--- config.mk ---
export PLATFORM = sky130hd
export DESIGN_NAME = seg_scroll_ctrl
export DESIGN_NICKNAME = d
export VERILOG_FILES = /design/src/rtl/seg_scroll_ctrl_pkg.sv /design/src/rtl/hex7seg_dec.sv /design/src/rtl/seg_scroll_ctrl.sv
export SDC_FILE = /design/constraint.sdc
export NUM_CORES = 1
export LEC_CHECK = 0
export ABC_CLOCK_PERIOD_IN_PS = 7600
export CORE_ASPECT_RATIO = 0.75
export CORE_MARGIN = 4
export CORE_UTILIZATION = 35
export CTS_CLUSTER_SIZE = 30
export DETAILED_ROUTE_END_ITERATION = 6
export GPL_TIMING_DRIVEN = 0
export SYNTH_ARGS = -nofsm -noshare
export SYNTH_HDL_FRONTEND = slang
export SYNTH_SLANG_ARGS = --single-unit
export TNS_END_PERCENT = 5
--- constraint.sdc ---
create_clock -name clk -period 7.6 [get_ports clk]
set_input_delay 0.76 -clock clk [delete_from_list [all_inputs] [get_ports clk]]
set_output_delay 0.76 -clock clk [all_outputs]
set_load 0.02 [all_outputs]
--- src/rtl/seg_scroll_ctrl_pkg.sv ---
// Shared types and constants for the scrolling seven-segment controller.
package seg_scroll_ctrl_pkg;

  typedef enum logic [1:0] {
    ST_IDLE     = 2'd0,
    ST_RUN      = 2'd1,
    ST_STOPPING = 2'd2
  } state_t;

  localparam logic [6:0] BLANK_SEG  = 7'h7F;
  localparam logic [3:0] ANODES_OFF = 4'hF;
  localparam int         NUM_DIGITS = 4;
  localparam int         MSG_LEN    = 16;
  localparam int         DIGIT_W    = $clog2(NUM_DIGITS);
  localparam int         IDX_W      = $clog2(MSG_LEN);

  // One anode pulled low for the scanned digit; an[3] is the leftmost digit.
  function automatic logic [NUM_DIGITS-1:0] anode_sel(input logic [DIGIT_W-1:0] digit);
    logic [NUM_DIGITS-1:0] sel;
    sel        = ANODES_OFF;
    sel[digit] = 1'b0;
    return sel;
  endfunction

  // Digit k shows buffer entry scroll_pos+3-k; the 4-bit wrap gives the ring.
  function automatic logic [IDX_W-1:0] msg_index(input logic [IDX_W-1:0]   pos,
                                                 input logic [DIGIT_W-1:0] digit);
    return pos + IDX_W'(NUM_DIGITS - 1) - IDX_W'(digit);
  endfunction

endpackage

--- src/rtl/hex7seg_dec.sv ---
// Hex digit to active-low seven-segment glyph, bit order {g,f,e,d,c,b,a}.
module hex7seg_dec (
  input  logic [3:0] hex_i,
  output logic [6:0] seg_o
);

  always_comb begin
    seg_o = 7'h7F;
    case (hex_i)
      4'h0: seg_o = 7'h40;
      4'h1: seg_o = 7'h79;
      4'h2: seg_o = 7'h24;
      4'h3: seg_o = 7'h30;
      4'h4: seg_o = 7'h19;
      4'h5: seg_o = 7'h12;
      4'h6: seg_o = 7'h02;
      4'h7: seg_o = 7'h78;
      4'h8: seg_o = 7'h00;
      4'h9: seg_o = 7'h10;
      4'hA: seg_o = 7'h08;
      4'hB: seg_o = 7'h03;
      4'hC: seg_o = 7'h46;
      4'hD: seg_o = 7'h21;
      4'hE: seg_o = 7'h06;
      4'hF: seg_o = 7'h0E;
      default: seg_o = 7'h7F;
    endcase
  end

endmodule

--- src/rtl/seg_scroll_ctrl.sv ---
// Scans a 4-digit multiplexed display and scrolls a 16-entry hex message across it.
// Define SEG_DP_EN to add an active-low dp output marking buffer index 0.
//
//   state    | meaning
//   IDLE     | display blank, message buffer writable, waiting for start
//   RUN      | scanning and scrolling, buffer locked
//   STOPPING | still scanning; drops to IDLE at the next frame end
module seg_scroll_ctrl
  import seg_scroll_ctrl_pkg::*;
#(
  parameter int CLK_DIV       = 16,
  parameter int SCROLL_FRAMES = 8
) (
  input  logic       clk,
  input  logic       rst_n,
  input  logic       wr_valid,
  output logic       wr_ready,
  input  logic [3:0] wr_addr,
  input  logic [3:0] wr_char,
  input  logic       start,
  input  logic       stop,
  output logic       busy,
  output logic [3:0] scroll_pos,
  output logic [3:0] an,
  output logic [6:0] seg
`ifdef SEG_DP_EN
  ,
  output logic       dp
`endif
);

  localparam int PRESC_W = $clog2(CLK_DIV);
  localparam int FRAME_W = (SCROLL_FRAMES > 1) ? $clog2(SCROLL_FRAMES) : 1;
  localparam logic [PRESC_W-1:0] PRESC_LAST = PRESC_W'(CLK_DIV - 1);
  localparam logic [FRAME_W-1:0] FRAME_LAST = FRAME_W'(SCROLL_FRAMES - 1);
  localparam logic [DIGIT_W-1:0] DIGIT_LAST = DIGIT_W'(NUM_DIGITS - 1);

  state_t               state_q, state_d;
  logic [PRESC_W-1:0]   presc_q, presc_d;
  logic [DIGIT_W-1:0]   digit_q, digit_d;
  logic [FRAME_W-1:0]   frame_q, frame_d;
  logic [IDX_W-1:0]     pos_q, pos_d;
  logic [3:0]           mem_q [MSG_LEN];

  logic [3:0]           an_q, an_d;
  logic [6:0]           seg_q, seg_d;
  logic                 busy_q, busy_d;
  logic                 wr_ready_q, wr_ready_d;

  logic                 scan_tick;
  logic                 frame_end;
  logic                 wr_fire;
  logic                 running_d;
  logic [IDX_W-1:0]     idx_d;
  logic [3:0]           char_d;
  logic [6:0]           glyph_d;

  assign wr_fire   = wr_valid && wr_ready_q;
  assign scan_tick = (presc_q == PRESC_LAST);
  assign frame_end = scan_tick && (digit_q == DIGIT_LAST);

  always_comb begin
    state_d = state_q;
    presc_d = presc_q;
    digit_d = digit_q;
    frame_d = frame_q;
    pos_d   = pos_q;
    case (state_q)
      ST_IDLE: begin
        if (start) begin
          state_d = ST_RUN;
          presc_d = '0;
          digit_d = '0;
          frame_d = '0;
          pos_d   = '0;
        end
      end
      ST_RUN, ST_STOPPING: begin
        // stop is taken before the frame-end exit check, so a stop on the
        // frame-end cycle buys one more full frame.
        if (state_q == ST_RUN && stop) begin
          state_d = ST_STOPPING;
        end else if (state_q == ST_STOPPING && frame_end) begin
          state_d = ST_IDLE;
        end
        presc_d = scan_tick ? '0 : presc_q + PRESC_W'(1);
        if (scan_tick) begin
          digit_d = (digit_q == DIGIT_LAST) ? '0 : digit_q + DIGIT_W'(1);
        end
        if (frame_end) begin
          if (frame_q == FRAME_LAST) begin
            frame_d = '0;
            pos_d   = pos_q + IDX_W'(1);
          end else begin
            frame_d = frame_q + FRAME_W'(1);
          end
        end
        if (state_d == ST_IDLE) begin
          presc_d = '0;
          digit_d = '0;
          frame_d = '0;
        end
      end
      default: begin
        state_d = ST_IDLE;
        presc_d = '0;
        digit_d = '0;
        frame_d = '0;
        pos_d   = '0;
      end
    endcase
  end

  // Outputs are registered from next-state values so they line up with the
  // counters; a same-cycle write is forwarded so it is visible on the first scan.
  assign running_d = (state_d != ST_IDLE);
  assign idx_d     = msg_index(pos_d, digit_d);
  assign char_d    = (wr_fire && (wr_addr == idx_d)) ? wr_char : mem_q[idx_d];

  hex7seg_dec u_dec (
    .hex_i (char_d),
    .seg_o (glyph_d)
  );

  always_comb begin
    an_d       = ANODES_OFF;
    seg_d      = BLANK_SEG;
    busy_d     = running_d;
    wr_ready_d = !running_d;
    if (running_d) begin
      an_d  = anode_sel(digit_d);
      seg_d = glyph_d;
    end
  end

  always_ff @(posedge clk or negedge rst_n) begin
    if (!rst_n) begin
      state_q    <= ST_IDLE;
      presc_q    <= '0;
      digit_q    <= '0;
      frame_q    <= '0;
      pos_q      <= '0;
      an_q       <= ANODES_OFF;
      seg_q      <= BLANK_SEG;
      busy_q     <= 1'b0;
      wr_ready_q <= 1'b1;
    end else begin
      state_q    <= state_d;
      presc_q    <= presc_d;
      digit_q    <= digit_d;
      frame_q    <= frame_d;
      pos_q      <= pos_d;
      an_q       <= an_d;
      seg_q      <= seg_d;
      busy_q     <= busy_d;
      wr_ready_q <= wr_ready_d;
    end
  end

  always_ff @(posedge clk or negedge rst_n) begin
    if (!rst_n) begin
      for (int i = 0; i < MSG_LEN; i++) begin
        mem_q[i] <= '0;
      end
    end else if (wr_fire) begin
      mem_q[wr_addr] <= wr_char;
    end
  end

`ifdef SEG_DP_EN
  logic dp_q, dp_d;

  assign dp_d = !(running_d && (idx_d == '0));

  always_ff @(posedge clk or negedge rst_n) begin
    if (!rst_n) begin
      dp_q <= 1'b1;
    end else begin
      dp_q <= dp_d;
    end
  end

  assign dp = dp_q;
`endif

  assign wr_ready   = wr_ready_q;
  assign busy       = busy_q;
  assign scroll_pos = pos_q;
  assign an         = an_q;
  assign seg        = seg_q;

endmodule

==> impl_metrics.py, run 1 <==
metrics = {
    "run_status": {
        "status": "complete, no violations",
    },
    "logic_synthesis": {
        "ys.warnings.count": 0,
        "synthSimpleGateAreaFrac": 0.1090,
        "syn_nets": 428,
        "async_flop_share": 1.000,
        "syn_inst": 396,
        "synth_cell_types": 56,
        "yosys_most_used_dff": "dfrtp_1",
        "synth_seq_cells": 92,
        "synth_xor_area_frac": 0.01077,
        "ys_seq_area_frac": 0.4751,
        "synth_area_sq_um": 4877,
        "synth_compound_area_frac": 0.07901,
        "synth_mux_area_frac": 0.2488,
        "yosys.area_share.adder": 0.05028,
        "synth_top_family_by_area": "multiplexers",
        "synth_edf_count": 0,
        "synth.avg_cell_area_sq_um": 12.32,
    },
    "critical_path": {
        "worst-path-max-fanout": 10,
        "slowest_stage": "mux2i_1",
        "rrSetupSlack_ps": 1650,
        "worstSetupStartpointType": "flop",
        "cp_top_family": "compound AO/OA/AOI/OAI gates",
        "path_class": "flop to flop",
        "crit_arrival_ps": 6160,
        "path_buf_inv": 1,
        "crit_required_ps": 7810,
        "cpPeakStageDelay_ps": 550,
        "path_cells": "ha_1, and4_1, a22oi_1, o21ai_1, nor2b_1, o21ai_0, o41ai_1, nand2b_1, ha_1, ha_1, inv_1, fa_1, nor2b_1, mux2i_1, o2111ai_4, nor2_4, mux2i_1, mux2i_1, mux2i_1, ha_1, nor2_1, a2111oi_0, a41oi_1",
        "crit_path_end_kind": "flop",
    },
    "timing": {
        "skew_ps": 7.930,
        "rsz0062_at_grt": "false",
        "fin_setup_tns_ps": 0,
        "hold_violations": 0,
        "finalCritPeriodShare": 0.7824,
        "timing.hold.ws_ps": 343.7,
        "relSlewSlack": 0.1870,
        "fmax_mhz": 168.2,
        "period_needed_ps": 5946,
        "drv_slew": 0,
        "max_slew.worst_pin.slew_ps": 1208,
        "finalSetupViolations": 0,
    },
    "clock_network": {
        "cts_made_buffers": 9,
        "clk_pin_slew_ps": 60,
        "clock_sinks": 92,
        "post_cts_resized": 0,
        "post_cts_buffers": 0,
        "tritoncts": "built",
        "cts_hold_buf": 0,
        "htreeDepth": 3,
        "cts_buffer_depth": 2,
        "clk_root_buffer_cell": "clkbuf_16",
        "clk_latency_ps": 340,
    },
    "global_routing": {
        "grt_pass1_wl_um": 17980,
        "grt_usage": 0.1493,
        "grt_overflow": 0,
        "antenna_found_initial": 0,
        "grt_pass1_vias": 3251,
        "grt_start_max_net_pins": 64,
    },
    "run": {
        "drv_cap": 0,
    },
    "place": {
        "port_buffers": 27,
        "gp_congestion": 0.7937,
        "post-place-cells": 599,
        "dp_hpwl_um": 8065,
        "place_area_sq_um": 5391,
    },
    "cells_and_area": {
        "fin_cells": 615,
        "drive_gt1_frac": 0.2818,
        "fillers": 1277,
        "nNetsFinal": 467,
        "fin_area_sq_um": 5679,
        "antenna_cells": 0,
        "syn_to_final_growth_pct": 16.44,
    },
    "power": {
        "p_sw_mw": 0.5857,
        "irDropWorstVdd_uv": 127.4,
        "internal_power_mw": 1.254,
        "total_power_mw": 1.840,
        "pwr-share-clk": 0.232,
        "p_leak_nw": 2.510,
        "swShare": 0.3184,
        "power_density_nw_per_um2": 323.9,
        "seq_power_share": 0.423,
        "comb_power_share": 0.345,
    },
    "floorplan": {
        "die_w_um": 144.3,
        "dieHeight_um": 110.2,
        "initial_core_util": 0.3559,
        "core_area_sq_um": 13700,
        "die-area_sq_um": 15910,
        "rows": 37,
        "ios": 30,
    },
    "route": {
        "wl_per_cell_um": 17.61,
        "viasPerCell": 5.286,
        "firstDrtPassIters": 5,
        "drt_iter0_drc": 248,
        "detail-route-antenna-nets": 0,
        "vias": 3251,
        "drcViolationCount": 0,
        "wl_um": 10830,
    },
    "hold_path": {
        "hp-class": "input port to asynchronous set/reset pin",
    },
}
## power by group through the flow
stage | clock network [mW] | logic [mW] | registers (mW)
5_1_grt | 0.462 | 0.708 | 0.801
6_report | 0.426 | 0.635 | 0.778
3_3_place_gp | 0 | 0.617 | 0.780
3_5_place_dp | 0 | 0.635 | 0.788
2_1_floorplan | 0 | 0.432 | 0.793
4_1_cts | 0.443 | 0.637 | 0.779
## state kept, by name, summed over array words and instances, names as in the netlist
name        flops
an              4
scroll_pos      4
mem_q          64
wr_ready        1
presc_q         4
digit_q         2
frame_q         3
busy            1
seg             7
state_q         2
## cells in the mapped netlist, drive strengths merged (5+ instances only)
master,number,share of area
a22oi,6,0.0092
buf,5,0.0062
inv,16,0.012
clkbuf,11,0.0085
nor2b,5,0.0064
nand2,35,0.027
nor2,23,0.019
mux4,16,0.074
dfrtp,80,0.41
nand3,10,0.011
ha,18,0.046
o21ai,19,0.019
nand2b,8,0.010
mux2,63,0.15
mux2i,14,0.029
dfstp,12,0.065
## metal layers
metal | part of all wire | GRT usage | wire [um]
met4 | 0.013 | 0.03862 | 141
met5 | 0 | 0 | 0
met2 | 0.44 | 0.2217 | 4782
met1 | 0.50 | 0.2181 | 5404
met3 | 0.046 | 0.03795 | 502
## stage by stage
step / util / setup slack [ps]
after floorplan: - / 2648
after global placement: 0.3916 / 1667
after detailed placement: 0.3934 / 1543
after CTS: 0.4144 / 1715
after global routing: 0.4144 / 1022
final: 0.4144 / 1654
## cells in the final DEF (no fill, tap or decap), types with 5 or more instances in the layout
master            n
a22oi_1           6
clkbuf_1         11
clkbuf_16         9
clkdlybuf4s50_1  26
dfrtp_1          80
dfstp_2          12
ha_1             18
inv_1            15
mux2_2           62
mux2i_1          14
mux4_2           16
nand2_1          35
nand2b_1          8
nand3_1           9
nor2_1           22
nor2b_1           5
o21ai_0          15
## path summary, 6_finish.rpt
| path | endpoint | cells after the start | start |
|---|---|---|---|
| worst max-delay path | seg[3]$_DFF_PN1_ | 23 | presc_q[0]$_DFFE_PN0P_ |
| worst min-delay path | presc_q[0]$_DFFE_PN0P_ | 1 | rst_n |
| worst max register to register | seg[3]$_DFF_PN1_ | 23 | presc_q[0]$_DFFE_PN0P_ |
| worst min register to register | mem_q[28]$_DFFE_PN0P_ | 2 | mem_q[28]$_DFFE_PN0P_ |
| max in group asynchronous | mem_q[33]$_DFFE_PN0P_ | 2 | rst_n |
| min in group clk | mem_q[28]$_DFFE_PN0P_ | 2 | mem_q[28]$_DFFE_PN0P_ |
## final cells by class
type | instances | area, sq um | area share
buffer | 16 | 71.32 | 0.01256
clock buffer | 11 | 252.7 | 0.04450
clock inverter | 5 | 35.03 | 0.006169
inverter | 16 | 60.06 | 0.01058
multi-input combinational | 272 | 2429 | 0.4276
sequential | 92 | 2317 | 0.4080
tap | 175 | 219.0 | 0.03855
timing repair buffer | 28 | 295.3 | 0.05199
## kinds of logic (layout without fill, tap and decap cells)
group / after synthesis / count (layout)
simple gates: 103 / 103
flops: 92 / 92
fa+ha+maj: 19 / 19
xor+xnor: 6 / 6
buf+inv: 32 / 76
compound gates: 51 / 51
mux: 93 / 93
Power figures use the tool's default switching activity.
==> run 2: changes to the inputs <==
--- a/config.mk
+++ b/config.mk
@@ -5,7 +5,7 @@
 export SDC_FILE = /design/constraint.sdc
 export NUM_CORES = 1
 export LEC_CHECK = 0
-export ABC_CLOCK_PERIOD_IN_PS = 7600
+export ABC_CLOCK_PERIOD_IN_PS = 6200
 export CORE_ASPECT_RATIO = 0.75
 export CORE_MARGIN = 4
 export CORE_UTILIZATION = 35
==> constraint.sdc (replaced) <==
create_clock -name clk -period 6.2 [get_ports clk]
set_input_delay 0.62 -clock clk [delete_from_list [all_inputs] [get_ports clk]]
set_output_delay 0.62 -clock clk [all_outputs]
set_load 0.02 [all_outputs]
==> run 2 against run 1 <==
Compared with the run above:
- wire length is essentially flat
- via count is 0.12% higher
- global-route usage unchanged
- largest power group unchanged
- setup slack got worse by 1100 ps
- critical path type unchanged
- die area unchanged
- maximum frequency grew 5.5%
- power up 23%
- largest cell class unchanged
- sequential power up 23%
- first-iteration DRC count is 17% lower
==> impl_metrics.py, run 2 (same netlist as run 1, synthesis figures left out) <==
metrics = {
    "global_routing": {
        "grt_start_max_net_pins": 64,
        "grt_usage": 0.1493,
        "grt_overflow": 0,
        "grt_pass1_vias": 3251,
        "antenna_found_initial": 0,
        "grt_pass1_wl_um": 17980,
    },
    "critical_path": {
        "crit_path_end_kind": "flop",
        "rrSetupSlack_ps": 560,
        "slowest_stage": "fa_1",
        "timing.rr.start": "presc_q[0]$_DFFE_PN0P_",
        "path_cells": "ha_1, and4_1, a22oi_1, o21ai_2, nor2b_1, o21ai_0, o41ai_1, nand2b_1, ha_1, ha_1, inv_1, fa_1, nor2b_1, mux2i_1, o2111ai_4, nor2_4, mux2i_1, mux2_2, mux2_2, ha_1, nor2_1, a2111oi_0, a41oi_1",
        "crit_arrival_ps": 5850,
        "cp_common_cell": "ha_1",
        "cpPeakStageDelay_ps": 480,
        "path_class": "flop to flop",
        "crit_required_ps": 6420,
        "worst-path-max-fanout": 10,
        "worstSetupStartpointType": "flop",
        "worstRegToRegCells": 23,
        "r2r-end": "seg[3]$_DFF_PN1_",
    },
    "timing": {
        "hold_violations": 0,
        "skew_ps": 6.299,
        "relSlewSlack": 0.1944,
        "worst_slack_ps": 564.4,
        "max_slew.worst_pin.slew_ps": 1197,
        "fmax_mhz": 177.4,
        "finalSetupViolations": 0,
        "finalCritPeriodShare": 0.9090,
        "drv_slew": 0,
        "period_needed_ps": 5636,
        "rsz0062_at_grt": "false",
        "fin_setup_tns_ps": 0,
    },
    "route": {
        "wl_per_cell_um": 17.63,
        "top_layer": "met4",
        "detail-route-antenna-nets": 0,
        "firstDrtPassIters": 4,
        "wl_met2_um": 4824,
        "drcViolationCount": 0,
        "viasPerCell": 5.293,
        "wl_met3_um": 606,
        "drt_iter0_drc": 206,
        "wl_um": 10840,
        "met1Wirelength_um": 5289,
        "vias": 3255,
    },
    "clock_network": {
        "clk_latency_ps": 340,
        "cts_buffer_depth": 2,
        "post_cts_buffers": 0,
        "clk_pin_slew_ps": 60,
        "htreeDepth": 3,
        "cts_made_buffers": 9,
        "clock_sinks": 92,
        "tritoncts": "built",
        "clk_root_buffer_cell": "clkbuf_16",
        "cts_hold_buf": 0,
    },
    "cells_and_area": {
        "final_util": 0.4150,
        "final_cell_mix": "dfrtp_1, mux2_2, nand2_1, clkdlybuf4s50_1, nor2_1",
        "syn_to_final_growth_pct": 16.60,
        "seq_area_sq_um": 2317,
        "nNetsFinal": 467,
        "antenna_cells": 0,
        "largest_register": "mem_q",
        "multi_input_area_sq_um": 2436,
        "final_common_cell": "dfrtp_1",
        "largest_reg_flops": 64,
        "fillers": 1275,
        "drive_gt1_frac": 0.2864,
    },
    "floorplan": {
        "die-area_sq_um": 15910,
        "dieHeight_um": 110.2,
        "rows": 37,
        "die_w_um": 144.3,
        "core_area_sq_um": 13700,
        "initial_core_util": 0.3559,
        "ios": 30,
    },
    "power": {
        "pwr-share-clk": 0.231,
        "seq_power_share": 0.422,
        "irDropWorstVdd_uv": 154.0,
        "internal_power_mw": 1.539,
        "p_sw_mw": 0.7191,
        "swShare": 0.3184,
        "comb_power_share": 0.346,
        "p_leak_nw": 2.506,
        "power_density_nw_per_um2": 397.1,
    },
    "place": {
        "gp_congestion": 0.7937,
        "dp_slack_ps": 283.3,
        "dp_hpwl_um": 8065,
        "port_buffers": 27,
    },
    "run_status": {
        "status": "complete, no violations",
    },
    "hold_path": {
        "hp-class": "input port to asynchronous set/reset pin",
    },
    "run": {
        "drv_cap": 0,
    },
}
==> run 2: power by group through the flow <==
stage                     sequential (mW)  combinational (mW)  clock [mW]
after floorplan                     0.973               0.530           0
after global placement              0.956               0.757           0
after detailed placement            0.966               0.779           0
after CTS                           0.954               0.781       0.544
after global routing                0.982               0.873       0.567
final                               0.954               0.782       0.522
==> run 2: timing repair <==
item                       in CTS  in global routing
hold endpoints to repair        0                  0
setup endpoints to repair       0                  7
gates resized for setup         0                  2
==> run 2: how the worst max path moves through the flow <==
| stage | from | endpoint | slack [ps] | cells after the start |
|---|---|---|---|---|
| 2_1_floorplan | presc_q[0]$_DFFE_PN0P_ | seg[3]$_DFF_PN1_ | 1250 | 21 |
| 3_3_place_gp | stop | seg[3]$_DFF_PN1_ | 410 | 22 |
| 3_5_place_dp | stop | seg[6]$_DFF_PN1_ | 280 | 22 |
| 4_1_cts | presc_q[0]$_DFFE_PN0P_ | seg[6]$_DFF_PN1_ | 320 | 23 |
| 5_1_grt | presc_q[0]$_DFFE_PN0P_ | seg[3]$_DFF_PN1_ | 8 | 23 |
| 6_report | presc_q[0]$_DFFE_PN0P_ | seg[3]$_DFF_PN1_ | 560 | 23 |
==> run 2: stage by stage <==
stage	area, sq um	total power, mW	cells	hold WS (ps)
final	5687	2.258	615	205.2
after global routing	5687	2.422	615	217.9
after CTS	5679	2.279	615	202.9
after detailed placement	5391	1.745	599	475.4
after global placement	5366	1.712	598	464.1
after floorplan	4877	1.503	396	324.4
==> run 2: final cells by class <==
cell class	instances	area share
buffer	16	0.01254
clock buffer	11	0.04444
clock inverter	5	0.006161
inverter	16	0.01056
multi-input combinational	272	0.4284
sequential	92	0.4075
tap	175	0.03850
timing repair buffer	28	0.05193
==> run 2: metal layers <==
| layer | up-vias | GRT usage |
|---|---|---|
| met3 | 11 | 0.03795 |
| met4 | 0 | 0.03862 |
| met2 | 69 | 0.2217 |
| met1 | 1649 | 0.2181 |
| li1 | 1526 | - |
| met5 | - | 0 |
==> run 2: worst max-delay path, delay by kind of cell, from the launching register on <==
kind                       cells  cell delay, ps
DFF                            1             410
buffers and inverters          1              50
AOI/OAI and AO/OA              7            1520
and+or+nand+nor                6            1060
muxes                          4            1050
adders and majority gates      5            1430
==> edit 1, RTL diff (flow settings as in run 2) <==
Add a define of `SEG_DP_EN`.
--- a/src/rtl/seg_scroll_ctrl.sv
+++ b/src/rtl/seg_scroll_ctrl.sv
@@ -5,6 +5,8 @@
 //   IDLE     | display blank, message buffer writable, waiting for start
 //   RUN      | scanning and scrolling, buffer locked
 //   STOPPING | still scanning; drops to IDLE at the next frame end
+`define SEG_DP_EN
+
 module seg_scroll_ctrl
   import seg_scroll_ctrl_pkg::*;
 #(
Formal check against the unedited RTL (old outputs only; new: dp): equivalent (Yosys induction, for registers that start in step).
==> edit 1 against run 2 <==
- sequential cell count increased by 1
- first-iteration DRC count decreased by 21%
- area after synthesis increased by 1.1%
- setup slack got worse by 0.097 ns
- wire length increased by 1.8%
- via count increased by 3.1%
- highest routed layer unchanged
- total power decreased by 1.2%
- cell area increased by 0.70%
- sequential share of layout area increased by 0.17 points
==> edit 1: results <==
[run_status]
status = "completed"

[synthesis]
yosys-top-cells-count = "dfrtp_1 (80), mux2_2 (71), nand2_1 (26), nor2_1 (26)"
synth-seq-area-share = 0.475
ys_ff_latch = 93
synth_xor_area_frac = 0.0107
synth.avg_cell_area_um2 = 12.3
synth.area.mux_share = 0.247
synth_compound_area_frac = 0.0835

[power]
p_leak_nw = 2.44
p_int_mw = 1.52
peakVddDrop_uv = 149
p_clk_uw = 520
comb_power_share = 0.340

[layout]
bufAreaShareNonClock = 0.0675
layout.nets = 469
n_all_inverters = 12
final.clkbuf_count = 9
multi_input_area_um2 = 2450
num-multi-input-gates = 275
multi_input_area_share = 0.428
fillerInstances = 1291

[detailed_routing]
routedWlPerCell_um = 17.8

[grt]
grt_pass1_wl_um = 18400

[setup_path]
cpPeakStageDelay_ns = 0.64
slowest_stage = "nor4_1"
r2r_setup_slack_ns = 0.47

[place]
dp.cells = 603
dpl-instance-area_um2 = 5440
gp_congestion = 0.884

[timing]
hold_ws_ns = 0.245
skew_ns = 0.0101
period_needed_ns = 5.73
-- edit 1: cell types whose count changed after synthesis, moves of 5 or more --
| cell | run 2 | this run |
|---|---|---|
| mux2_2 | 62 | 71 |
| nand2_1 | 35 | 26 |
| mux2i_1 | 14 | 6 |
| a21oi_1 | 4 | 9 |
-- edit 1: kinds of logic after synthesis --
logic type / after synthesis
AOI/OAI and AO/OA: 56
xor gates and xnor gates: 6
adders and majority gates: 17
buffers and inverters: 32
DFF: 93
muxes: 93
and+or+nand+nor: 103
-- edit 1: timing repair --
action | CTS | global route
resized for setup | 0 | 2
setup endpoints to repair | 0 | 1
hold buffers | 0 | 0
-- edit 1: per-layer routing --
| metal | track usage | up-vias | part of all wire |
|---|---|---|---|
| met2 | 0.226 | 88 | 0.45 |
| met4 | 0.0430 | 0 | 0.020 |
| li1 | - | 1557 | - |
| met1 | 0.202 | 1690 | 0.48 |
| met5 | 0 | - | 0 |
| met3 | 0.0294 | 21 | 0.051 |
==> edit 2, RTL diff (settings of run 2) <==
Made on the original files. Register the output `seg` once more, cleared by the reset; this adds one clock of latency there. The other outputs are not delayed to match.
--- a/src/rtl/seg_scroll_ctrl.sv
+++ b/src/rtl/seg_scroll_ctrl.sv
@@ -187,7 +187,13 @@
   assign busy       = busy_q;
   assign scroll_pos = pos_q;
   assign an         = an_q;
-  assign seg        = seg_q;
+  always_ff @(posedge clk or negedge rst_n) begin
+    if (!rst_n) begin
+      seg <= '0;
+    end else begin
+      seg <= seg_q;
+    end
+  end
 
 endmodule
 
Function: changed (a bounded check fails within 4 cycles, from zero or initial values and one cycle with rst_n low).
==> edit 2 against run 2 <==
- sequential power up 7%
- total power grew 6.5%
- setup slack worse by 0.042 ns
- area after synthesis rose by 3.4%
- wire length shrank 0.64%
- final cell count up 4.4%
- cell area is 4.0% higher
- hold slack worse by 0.026 ns
- core utilization grew 0.95 points
- fmax fell by 0.73%
- sequential cell count up 7
- first-iteration DRC count down 7.8%
- die area grew 3.2%
==> edit 2: results <==
[run_status]
status = "completed"

[place]
hpwl_um = 7870
place_ws_ns = 0.281
gp_congestion = 0.814
dp.cells = 626
dpl-instance-area_um2 = 5580

[layout]
stdcell_count = 642
drive_gt1_frac = 0.282
seq_area_um2 = 2490
layout.nets = 474
fillerInstances = 1291

[synthesis]
synth_xor_area_frac = 0.0104
synth_area_leaders = "dfrtp_1 (43%), mux2_2 (14%), mux4_2 (7.1%)"
yosys-top-cells-count = "dfrtp_1 (87), mux2_2 (62), nand2_1 (35)"
synth_nets = 435
synth_cells = 403
synth.area.mux_share = 0.241
synth-seq-area-share = 0.494

[setup_path]
slowest_stage = "buf_1"
worstPathArrival_ns = 5.90
cpPeakStageDelay_ns = 0.62
crit_family = "adder cells"

[detailed_routing]
num_vias = 3277
wirelength_um = 10800
drtIter0Drc = 190

[grt]
grt_util_all_layers = 0.140
grt_pass1_wl_um = 18300
grt_max_degree = 73
grt_pass1_vias = 3362
antenna_found_initial = 0

[timing]
hold_ws_ns = 0.179
layout_setup_ws_ns = 0.523
skew_ns = 0.00934

[power]
peakVddDrop_uv = 144
p_leak_nw = 2.60
-- edit 2: changes by cell type in the layout (fill, tap and decap cells not counted), moves of 2 or more --
cell / change
clkinv_2: -2
o21ai_1: -2
o21ai_0: +2
inv_6: +2
clkbuf_8: -2
dfrtp_1: +7
-- edit 2: power breakdown --
part	internal [mW]	total [mW]	switching [mW]	leakage, nW
clock	0.324	0.593	0.269	0.156
combinational	0.403	0.788	0.384	1.20
sequential	0.912	1.02	0.112	1.24
-- edit 2: area by class of cell --
type	count	area share
clock inverters	7	0.0157
plain buffers	16	0.0118
well taps	195	0.0412
repair buffers	28	0.0499
flip-flops and latches	99	0.421
clock buffers	9	0.0381
multi-input cells	272	0.412
inverters	16	0.0102
-- edit 2: kinds of logic after synthesis --
| logic type | Yosys count |
|---|---|
| buf+inv | 32 |
| fa+ha+maj | 19 |
| compound gates | 51 |
| simple gates | 103 |
| flops | 99 |
| mux | 93 |
| xor+xnor | 6 |
-- edit 2: worst paths after layout --
kind | depth (start not counted) | to | start
setup / recovery | 18 | seg_q[3]$_DFF_PN1_ | presc_q[0]$_DFFE_PN0P_
hold / removal | 1 | presc_q[1]$_DFFE_PN0P_ | rst_n
setup reg to reg | 18 | seg_q[3]$_DFF_PN1_ | presc_q[0]$_DFFE_PN0P_
hold reg to reg | 0 | seg[3]$_DFF_PN0_ | seg_q[3]$_DFF_PN1_
max in group asynchronous | 2 | mem_q[42]$_DFFE_PN0P_ | rst_n
min in group clk | 0 | seg[3]$_DFF_PN0_ | seg_q[3]$_DFF_PN1_
-- edit 2: routing by layer --
| layer | GRT usage | part of all wire |
|---|---|---|
| met5 | 0 | 0 |
| met4 | 0.0357 | 0.0092 |
| met3 | 0.0407 | 0.058 |
| met2 | 0.206 | 0.44 |
| met1 | 0.202 | 0.49 |
